## config.mk

```make
export PLATFORM = sky130hd
export DESIGN_NAME = ram_dp_param
export DESIGN_NICKNAME = d
export VERILOG_FILES = /design/src/rtl/ram_dp_param.sv
export SDC_FILE = /design/constraint.sdc
export NUM_CORES = 1
export LEC_CHECK = 0
export CORE_MARGIN = 5
export CORE_UTILIZATION = 40
export CTS_CLUSTER_SIZE = 8
export DETAILED_ROUTE_END_ITERATION = 6
export GPL_ROUTABILITY_DRIVEN = 0
export PLACE_DENSITY = 0.61
export SLEW_MARGIN = 15
export SYNTH_ARGS = -nofsm -noshare
export SYNTH_HDL_FRONTEND = slang
export SYNTH_SLANG_ARGS = --single-unit
```

## constraint.sdc

```tcl
create_clock -name clk -period 2.05 [get_ports clk]
set_clock_uncertainty 0.1 [all_clocks]
set_input_delay 0.41 -clock clk [delete_from_list [all_inputs] [get_ports clk]]
set_output_delay 0.41 -clock clk [all_outputs]
set_load 0.02 [all_outputs]
```

## src/rtl/ram_dp_param.sv

```systemverilog
// ram_dp_param: parametrised simple-dual-port synchronous RAM.
// It has one write port and one read port. Read data is registered and
// arrives one cycle after the read is issued, together with a rd_valid strobe.
// The RDW_MODE parameter selects what a read returns when it hits the word
// being written on the same edge.
// After reset, a clear sequencer writes INIT_VAL to every word. busy is high
// while the sequencer runs, and all accesses are ignored during that time.
// Optional macro RAM_PARITY_EN adds an even-parity bit to each stored word
// and a parity_err output that is checked on every accepted read.
module ram_dp_param #(
    parameter int               WIDTH    = 8,
    parameter int               DEPTH    = 8,
    parameter int               ADDR_W   = $clog2(DEPTH),
    parameter int               RDW_MODE = 0,
    parameter logic [WIDTH-1:0] INIT_VAL = '0
) (
    input  logic              clk,
    input  logic              rst,
    input  logic              wr_enb,
    input  logic [ADDR_W-1:0] wr_addr,
    input  logic [WIDTH-1:0]  data_in,
    input  logic              rd_enb,
    input  logic [ADDR_W-1:0] rd_addr,
    output logic [WIDTH-1:0]  data_out,
    output logic              rd_valid,
    output logic              busy
`ifdef RAM_PARITY_EN
    ,
    output logic              parity_err
`endif
);

`ifdef RAM_PARITY_EN
    localparam int MEM_W = WIDTH + 1;
`else
    localparam int MEM_W = WIDTH;
`endif

    localparam logic [ADDR_W-1:0] LAST_ADDR = ADDR_W'(DEPTH - 1);

    // When parity is enabled, the parity bit sits above the data bits.
    function automatic logic [MEM_W-1:0] f_encode(input logic [WIDTH-1:0] d);
`ifdef RAM_PARITY_EN
        return {^d, d};
`else
        return d;
`endif
    endfunction

    typedef enum logic {ST_CLEAR, ST_READY} state_t;

    state_t            r_state;
    state_t            w_state_next;
    logic [ADDR_W-1:0] r_cnt;
    logic [ADDR_W-1:0] w_cnt_next;

    logic [MEM_W-1:0]  r_mem [DEPTH];
    logic [WIDTH-1:0]  r_dout;
    logic              r_valid;

    logic              w_busy;
    logic              w_wr_ok;
    logic              w_rd_ok;
    logic              w_mem_we;
    logic [ADDR_W-1:0] w_mem_waddr;
    logic [MEM_W-1:0]  w_mem_wdata;
    logic [MEM_W-1:0]  w_rd_word;

    assign w_busy  = (r_state == ST_CLEAR);
    assign w_wr_ok = wr_enb && !w_busy;
    assign w_rd_ok = rd_enb && !w_busy;

    // State and clear counter. Reset restarts the clear sequence from word 0.
    always_ff @(posedge clk) begin
        if (rst) begin
            r_state <= ST_CLEAR;
            r_cnt   <= '0;
        end else begin
            r_state <= w_state_next;
            r_cnt   <= w_cnt_next;
        end
    end

    // Next state: step through every word once, then stay ready. The counter
    // stops on the last word instead of wrapping.
    always_comb begin
        w_state_next = r_state;
        w_cnt_next   = r_cnt;
        case (r_state)
            ST_CLEAR: begin
                if (r_cnt == LAST_ADDR) begin
                    w_state_next = ST_READY;
                end else begin
                    w_cnt_next = r_cnt + 1'b1;
                end
            end
            ST_READY: begin
                w_state_next = ST_READY;
            end
            default: begin
                w_state_next = ST_CLEAR;
                w_cnt_next   = '0;
            end
        endcase
    end

    // One shared write port. The clear sequencer owns it while busy is high;
    // otherwise the user write port owns it.
    always_comb begin
        w_mem_we    = w_busy || w_wr_ok;
        w_mem_waddr = w_busy ? r_cnt : wr_addr;
        w_mem_wdata = w_busy ? f_encode(INIT_VAL) : f_encode(data_in);
    end

    // Memory array. It has no reset, and it is not written while rst is held.
    always_ff @(posedge clk) begin
        if (!rst && w_mem_we) begin
            r_mem[w_mem_waddr] <= w_mem_wdata;
        end
    end

    // Read-word source. In write-through mode, a read that hits the word
    // being written returns the incoming word. In read-first mode, the array
    // read naturally sees the pre-write contents.
    generate
        if (RDW_MODE == 1) begin : g_rdw_new
            logic w_bypass;
            assign w_bypass  = w_wr_ok && (wr_addr == rd_addr);
            assign w_rd_word = w_bypass ? f_encode(data_in) : r_mem[rd_addr];
        end else begin : g_rdw_old
            assign w_rd_word = r_mem[rd_addr];
        end
    endgenerate

    // Registered read data and strobe. data_out holds when no read is accepted.
    always_ff @(posedge clk) begin
        if (rst) begin
            r_dout  <= '0;
            r_valid <= 1'b0;
        end else begin
            r_valid <= w_rd_ok;
            if (w_rd_ok) begin
                r_dout <= w_rd_word[WIDTH-1:0];
            end
        end
    end

`ifdef RAM_PARITY_EN
    logic r_perr;

    // Parity check. The flag is registered alongside the read data and is
    // cleared on every cycle that has no accepted read.
    always_ff @(posedge clk) begin
        if (rst) begin
            r_perr <= 1'b0;
        end else if (w_rd_ok) begin
            r_perr <= (w_rd_word[WIDTH] != ^w_rd_word[WIDTH-1:0]);
        end else begin
            r_perr <= 1'b0;
        end
    end

    assign parity_err = r_perr;
`endif

    assign data_out = r_dout;
    assign rd_valid = r_valid;
    assign busy     = w_busy;

endmodule

```

==> results of run 1 <==
## routing by layer
| layer | GRT usage [%] | vias to the layer above | share of wire (%) |
|---|---|---|---|
| met4 | 4.41 | 0 | 1.4 |
| met3 | 3.96 | 9 | 3.5 |
| li1 | - | 886 | - |
| met5 | 0 | - | 0 |
| met2 | 20.4 | 34 | 46 |
| met1 | 21.1 | 872 | 49 |
## cells in the final DEF (no fill, tap or decap), types with 2 or more instances in the layout
cell type and count:
nor2b_1 2, ha_1 2, and2_1 10, clkdlybuf4s50_1 26, buf_4 15, dfxtp_1 13, mux2i_1 32, nor3_2 5
clkinv_4 2, nor3_1 4, a22oi_1 16, nand2_1 4, inv_6 2, nor2_1 22, a21oi_1 11, o21ai_0 2
clkbuf_8 9, edfxtp_1 64, a31oi_1 2
## worst min path at each step
| stage | startpoint | endpoint | cells past startpoint |
|---|---|---|---|
| 6_report | data_out[2] | data_out[2] | 2 |
| 2_1_floorplan | rst | data_out[1] | 1 |
| 3_5_place_dp | data_out[7] | data_out[7] | 2 |
| 4_1_cts | data_out[7] | data_out[7] | 2 |
| 3_3_place_gp | data_out[7] | data_out[7] | 2 |
| 5_1_grt | data_out[1] | data_out[1] | 2 |
## power groups by stage
| stage | combinational [µW] | sequential [µW] | clock, µW |
|---|---|---|---|
| 2_1_floorplan | 132 | 1780 | 0 |
| 3_3_place_gp | 219 | 1780 | 0 |
| 3_5_place_dp | 221 | 1780 | 0 |
| 4_1_cts | 223 | 1750 | 1160 |
| 5_1_grt | 239 | 1750 | 1220 |
| 6_report | 219 | 1750 | 1120 |
## kinds of logic after synthesis
group | Yosys count | share of synthesized area (%)
xor+xnor | 1 | 0.280
fa+ha+maj | 2 | 0.799
flops | 77 | 69.7
compound gates | 34 | 7.03
buf+inv | 13 | 2.96
simple gates | 53 | 8.99
mux | 32 | 10.2
## cell usage after synthesis, types with 2 or more instances
cell | n | area (µm²)
a21oi_1 | 11 | 55.1
a22oi_1 | 16 | 120
a31oi_1 | 2 | 12.5
and2_1 | 10 | 62.6
buf_1 | 2 | 7.51
buf_6 | 2 | 22.5
clkbuf_1 | 4 | 15.0
dfxtp_1 | 13 | 260
edfxtp_1 | 64 | 1920
ha_1 | 2 | 25.0
mux2i_1 | 32 | 320
nand2_1 | 4 | 15.0
nor2_1 | 22 | 82.6
nor2b_1 | 2 | 12.5
nor3_1 | 4 | 20.0
nor3_2 | 5 | 50.1
o21ai_0 | 2 | 10.0
## stage by stage
stage,util (%),instance area (µm²),hold slack (ps),setup slack [ps],total power [µW]
2_1_floorplan,-,3130,389,321,1910
3_3_place_gp,46.5,3570,390,97.2,2000
3_5_place_dp,46.5,3570,398,75.1,2000
4_1_cts,49.0,3770,412,82.4,3130
5_1_grt,49.0,3770,426,7.19,3210
6_report,49.0,3770,408,101,3090
## area by class of cell
class	count	area (µm²)	share of cell area [%]
clock inverters	6	70.1	1.86
repair buffers	43	398	10.6
well taps	102	128	3.39
flip-flops and latches	77	2180	57.9
clock buffers	10	128	3.39
inverters	2	7.51	0.199
multi-input cells	122	856	22.7
## flip-flops by register name, indices dropped and copies added (netlist names)
name	count
rd_valid	1
data_out	8
r_mem	64
r_state	1
r_cnt	3
## critical path: cells and delay by family, from the launching register on
kind	cells	cell delay [ps]
flops	1	370
buf+inv	2	720
==> summary.md, run 1 <==
| Metric | Value |
|---|---|
| VDD IR max | `0.429 mV` |
| Critical path fanouts, max | `5` |
| Hold_buf cts | `0` |
| Least-Margin Pin Slew | `about 380 ps` |
| Initial core utilization | `40.7%` |
| Unrepaired setup endpoints after global routing | `false` |
| Postcts setup bufs | `0` |
| Setup TNS | `0 ps` |
| Post-synth ARST share | `0%` |
| FF-to-FF path depth | `4` |
| CP Launch Type | `register` |
| Die X | `98.5 µm` |
| Reg power frac | `a little under three fifths` |
| Clk pwr share | `36.4%` |
| Final worst-path cycle share | `95.1%` |
| Crit-path slowest cell | `clkdlybuf4s50_1` |
| Crit path launch | `r_state` |
| Arr. time, crit path | `1440 ps` |
| Net switching power figure | `roughly 690 µW` |
| Syn Nets | `232` |
| IO Port Bufs | `27` |
| Clk Latency, worst-skew pair | `350 ps` |
| Share of post-route cells with drive strength above 1 | `about 15%` |
| Cells after DPL | `around 350` |
| Die Span Y | `98.5 µm` |
| Post-DRT Antenna Nets | `0` |
| Max transition margin | `between 70% and 80%` |
| Vias in the first global route | `1802` |
| Crit Path Class | `reg -> out` |
| Layout Nets | `275` |
| Initial antenna violation count | `0` |
| Final Max Slew Viols | `0` |
| Status | `finished clean` |
| Critical R2R Capture | `r_mem[2][4]` |
| CTS buffer count | `9` |
| Largest net degree at the start of global routing | `33` |
| Synth Instances | `212` |
| Post-synth EDFFs | `64` |
| WP data required | `1540 ps` |
| CTS root buffer | `clkbuf_8` |
| Seq/Total Area, Yosys | `between 60% and 70%` |
| Critical Path, Cell by Cell | `inv_2, clkdlybuf4s50_1` |
| Yosys reg bits | `77` |
| LEAKAGE | `0.00133 µW` |
| ANT cells | `0` |
| Hold Violations, Final | `0` |
| First-pass GRT wire length | `10.2 mm` |
| Syn_area_per_cell | `14.8 µm²` |
| CTS tree | `done` |
| GRT overflow | `0` |
| Crit-path max cell delay | `610 ps` |
| Switching share of power | `22.2%` |
| Tmin final | `1950 ps` |
| Hold crit path type | `reg -> reg` |
| Vias/cell | `4.98` |
| Max cap viols | `0` |
| Area grow syn2layout | `20.4%` |
| Clock sink count | `77` |
| Post-CTS Resized | `0` |
| Core Rows | `32` |
| Die area | `9700 µm²` |
| Main synth FF type | `edfxtp_1` |
| RR Startpoint | `r_state` |
| PwrDens | `820 nW/µm²` |
| DR DRC count | `0` |
| # IOs | `28` |
| Crit. End Element | `primary output` |
| Netlist cell types | `32` |
| Clock Tree Buf Depth | `2` |
| Non-Filler Instances | `362` |
| R2R setup slack | `approximately 380 ps` |
| Gate power share | `7.1%` |
| Total via count in the routed design | `1801` |
| HPWL after DPL | `4.55 mm` |
| TritonRoute pass-1 iters | `4` |
| Core area | `7690 µm²` |
| Clock slew at reported path FFs | `80 ps` |
| Setup crit end | `busy` |
| Synthesized cell area | `3130 µm²` |
| FMAX | `between 500 and 600 MHz` |
| Syn. warnings | `0` |
| H-Tree Depth | `3` |
| WL/cell | `18.1 µm` |
| Total track usage | `approximately 14%` |
| Fillers | `695` |
| Power Internal | `around 2400 µW` |
| DRT Wirelength | `6.54 mm` |
| DR iter-0 viols | `roughly 130` |
| Final setup viols | `0` |
(Power assumes the default switching activity.)
==> run 2, diff against run 1 <==
CORE_ASPECT_RATIO = 1.2   (was not set)
==> run 2 against run 1 <==
Net effect:
- clock-buffer cell count up 5
- non-clock buffer count stayed put
- via count unchanged
- critical path depth stayed put
- sequential share of layout area is 0.22 points lower
- critical path type unchanged
==> summary.md, run 2 (synthesized netlist as in run 1, its figures left out) <==
| Metric | Value |
|---|---|
| Status | `finished clean` |
| WL/cell | `18.3 µm` |
| Crit-path slowest cell | `clkdlybuf4s50_1` |
| Area grow syn2layout | `20.9%` |
| TritonRoute pass-1 iters | `4` |
| Clk Latency, worst-skew pair | `340 ps` |
| PwrDens | `842 nW/µm²` |
| Vias in the first global route | `1789` |
| Total track usage | `14.1%` |
| VDD IR max | `0.325 mV` |
| Hold crit path type | `reg -> reg` |
| Hold Violations, Final | `0` |
| GRT overflow | `0` |
| FMAX | `515 MHz` |
| Least-Margin Pin Slew | `roughly 400 ps` |
| Critical Path, Cell by Cell | `inv_2, clkdlybuf4s50_1` |
| Vias/cell | `about 5.1` |
| Cells after DPL | `336` |
| Most frequent cells in the layout | `edfxtp_1 (64), mux2i_1 (32), clkdlybuf4s50_1 (26)` |
| Crit-path max cell delay | `610 ps` |
| DRT Wirelength | `approximately 6.4 mm` |
| DR DRC count | `0` |
| Total via count in the routed design | `1801` |
| Max transition margin | `72.9%` |
| CTS buffer count | `9` |
| Tmin final | `1940 ps` |
| ANT cells | `0` |
| Clock Tree Buf Depth | `2` |
| Crit. End Element | `primary output` |
| Die X | `90.8 µm` |
| Unrepaired setup endpoints after global routing | `false` |
| Largest net degree at the start of global routing | `33` |
| Die area | `slightly below 10000 µm²` |
| WP data required | `1540 ps` |
| Share of post-route cells with drive strength above 1 | `~15%` |
| Commonest non-fill, non-tap cell in the layout | `edfxtp_1` |
| Setup TNS | `0 ps` |
| Post-DRT Antenna Nets | `0` |
| Final Max Slew Viols | `0` |
| Crit Path Class | `reg -> out` |
| Fillers | `around 650` |
| Initial antenna violation count | `0` |
| Non-Filler Instances | `352` |
| Postcts setup bufs | `0` |
| Core area | `7660 µm²` |
| LEAKAGE | `between 0.001 and 0.0015 µW` |
| Core Util, Final | `49.4%` |
| CTS tree | `done` |
| Area of the multi-input gates | `856 µm²` |
| DR iter-0 viols | `150` |
| First-pass GRT wire length | `10.2 mm` |
| HPWL after DPL | `4.46 mm` |
| Arr. time, crit path | `1430 ps` |
| Clock slew at reported path FFs | `~80 ps` |
| Clock sink count | `77` |
| Hold_buf cts | `0` |
| Final worst-path cycle share | `94.6%` |
| IO Port Bufs | `27` |
| Layout Nets | `275` |
| CP Launch Type | `register` |
| Core Rows | `35` |
| Number of flip-flops in the largest register | `64` |
| H-Tree Depth | `3` |
| Final setup viols | `0` |
| Post-CTS Resized | `0` |
| Die Span Y | `107 µm` |
| Top reg by flops | `r_mem` |
| # IOs | `28` |
| CTS root buffer | `clkbuf_8` |
| Initial core utilization | `40.8%` |
| Critical path fanouts, max | `9` |
| Max cap viols | `0` |
| Storage element area | `roughly 2200 µm²` |
run 2: changes by cell type in the layout (fill, tap and decap cells not counted), sizes merged:
cell	delta
inv	-2
clkinv	-2
bufinv	-1
clkbuf	+5
run 2: final cells by class:
type	count	share of cell area, %
repair buffers	43	10.5
clock buffers	15	5.82
flip-flops and latches	77	57.7
inverters	2	0.198
clock inverters	1	0.132
multi-input cells	122	22.6
well taps	92	3.04
run 2: per-stage QoR:
stage	hold slack [ps]	worst slack [ps]	cell area, µm²	power (µW)
5_1_grt	448	43.3	3780	3310
2_1_floorplan	389	321	3130	1910
6_report	404	110	3780	3190
3_3_place_gp	391	102	3560	2000
3_5_place_dp	396	107	3560	2010
4_1_cts	408	4.12	3780	3210
run 2: worst paths after layout:
kind	end	cells past startpoint	startpoint	slack [ps]
worst max-delay path	busy	2	r_state	110
worst min register to register	data_out[1]	2	data_out[1]	400
worst max register to register	r_mem[2][4]	4	r_state	460
worst min-delay path	data_out[1]	2	data_out[1]	400
run 2: where the power goes:
group	total, µW	switching (µW)	internal, µW
combinational	221	118	103
clock	1220	527	695
sequential	1750	18.4	1730
run 2: per-layer routing:
metal	vias to the layer above	wire (µm)	track usage (%)
met2	20	3150	21.7
met1	886	3060	19.5
met5	-	0	0
met3	11	133	2.88
li1	884	-	-
met4	0	106	5.74
run 2: worst max-delay path: cells and delay by family, from the launching register on:
kind	cells	cell delay, ps
buffers and inverters	2	710
DFF	1	380
==> RTL edit, RTL diff (settings of run 1) <==
Remove the register `r_valid`: a continuous assignment takes its place, so the output `rd_valid` follows one clock earlier.
--- a/src/rtl/ram_dp_param.sv
+++ b/src/rtl/ram_dp_param.sv
@@ -136,14 +136,14 @@
     always_ff @(posedge clk) begin
         if (rst) begin
             r_dout  <= '0;
-            r_valid <= 1'b0;
         end else begin
-            r_valid <= w_rd_ok;
             if (w_rd_ok) begin
                 r_dout <= w_rd_word[WIDTH-1:0];
             end
         end
     end
+
+    assign r_valid = w_rd_ok;
 
 `ifdef RAM_PARITY_EN
     logic r_perr;
Function: changed (a bounded check fails within 10 cycles, from zero or initial values and one cycle with rst high).
==> RTL edit against run 1 <==
  * Total power is 4.8% lower
  * Core utilization is 0.40 points higher
  * Highest routed layer unchanged
  * Sequential cell count is 1 lower
  * Area after synthesis is 0.80% lower
  * Wire length is 3.2% lower
  * Clock power is 12% lower
  * Design area is 0.30% higher
  * Setup slack worse by 0.0049 ns
==> RTL edit: results (changes against run 1) <==
[worst_hold_path]
hold_end=data_out[1]$_SDFFE_PP0P_
worst_hold_startpoint=data_out[1]$_SDFFE_PP0P_

[yosys]
synth-compound-area-share_pct=7.09  ; +0.057 points
synth.area.top_cells=edfxtp_1, mux2i_1, dfxtp_1
avgSynthCellArea_um2=14.9  ; +0.62%
synthDistinctLibCells=33  ; +3.1%
synth.area.mux_share_pct=10.3  ; +0.082 points
synthAdderAreaFrac_pct=0.806  ; +0.0064 points
syn-num-nets=229  ; -1.3%
ys.flop_type=edfxtp_1
yosys.area_share.xor_xnor_pct=0.282  ; +0.0023 points
ys_top_cells_by_count=edfxtp_1, mux2i_1, nor2_1
yosysSeqAreaShare_pct=69.6  ; -0.083 points

[grt]
grt_max_degree=33  ; unchanged
grt.total_usage_pct=13.9  ; -0.34 points
grt_pass1_wl_mm=10.0  ; -2.0%
first_global_vias=1878  ; +4.2%

[sta]
fin_tns_setup_ns=0  ; unchanged
hold_ws_ns=0.393  ; -0.0154 ns
slew_headroom_pct=79.7  ; +5.3 points

[routing]
num_vias=1810  ; +0.50%
vias_per_cell=4.92  ; -1.1%
drt-total-wl_mm=6.33  ; -3.2%
drt_iter0_drc=73  ; -42%

[placed_design]
place_hpwl_mm=4.38  ; -3.8%
dpl_worst_slack_ns=-0.0942  ; -0.169 ns
postPlaceCellArea_um2=3610  ; +1.1%
placed_cells=352  ; +1.7%

[power]
p_leak_nw=1.36  ; +2.2%
ir_drop_mv=0.422  ; -1.6%
intPower_mw=2.29  ; -4.7%

[critical_path]
reg2reg_to=r_mem[6][0]$_DFFE_PP_
path_max_fanout=6  ; +1
worstRegToRegCells=5  ; +1
timing.rr.start=r_state$_SDFF_PP0_
reg2reg_slack_ns=0.42  ; +0.04 ns

[clock_tree]
htreeDepth=3  ; unchanged
path_clk_slew_ns=0.07
clock_latency_ns=0.33  ; -0.02 ns

[status]
status=finished clean

[final_layout]
drive_gt1_share_pct=17.7  ; +2.7 points
regMostFlops=r_mem
nets=281  ; +2.2%

[RTL edit: changes by cell type after synthesis, sizes merged]
cell	run 1	this run
and2	10	9
buf	7	6
dfxtp	13	12
inv	2	3
nor2	22	21
[RTL edit: worst max-delay path by stage]
stage | slack (ns) | from | endpoint | cells after the start
floorplan | 0.32 | r_state$_SDFF_PP0_ | r_mem[5][0]$_DFFE_PP_ | 5
global placement | -0.09 | rd_enb | rd_valid | 4
detailed placement | -0.09 | rd_enb | rd_valid | 4
CTS | 0.07 | r_state$_SDFF_PP0_ | busy | 2
global route | 0.003 | r_state$_SDFF_PP0_ | busy | 2
finish | 0.1 | r_state$_SDFF_PP0_ | busy | 2
[RTL edit: routing by layer]
layer	wire length, µm	global-route usage [%]	vias to the layer above
met4	61	5.11	0
met3	152	3.00	4
met1	2710	16.6	886
met5	0	0	-
met2	3400	24.6	28
li1	-	-	892
[RTL edit: final cells by class]
cell class | count | area [µm²]
clock buffer | 12 | 145
clock inverter | 4 | 26.3
fill | 656 | 3870
inverter | 3 | 11.3
multi-input combinational | 120 | 851
sequential | 76 | 2160
tap | 102 | 128
timing repair buffer | 51 | 457
[RTL edit: critical path: stages, from the launching register on]
cell and delay (ns):
dfxtp_1 0.38, inv_2 0.12, clkdlybuf4s50_1 0.61
[RTL edit: power groups by stage]
stage,combinational [mW],sequential [mW],clock [mW]
2_1_floorplan,0.132,1.76,0
3_3_place_gp,0.226,1.76,0
3_5_place_dp,0.230,1.76,0
4_1_cts,0.231,1.73,1.01
5_1_grt,0.251,1.73,1.08
6_report,0.228,1.73,0.988
[RTL edit: repair_timing]
| action | 4_1_cts | 5_1_grt |
|---|---|---|
| buffers inserted | 0 | 0 |
| resized for setup | 1 | 0 |
| hold buffers | 0 | 0 |
| setup endpoints to repair | 1 | 0 |
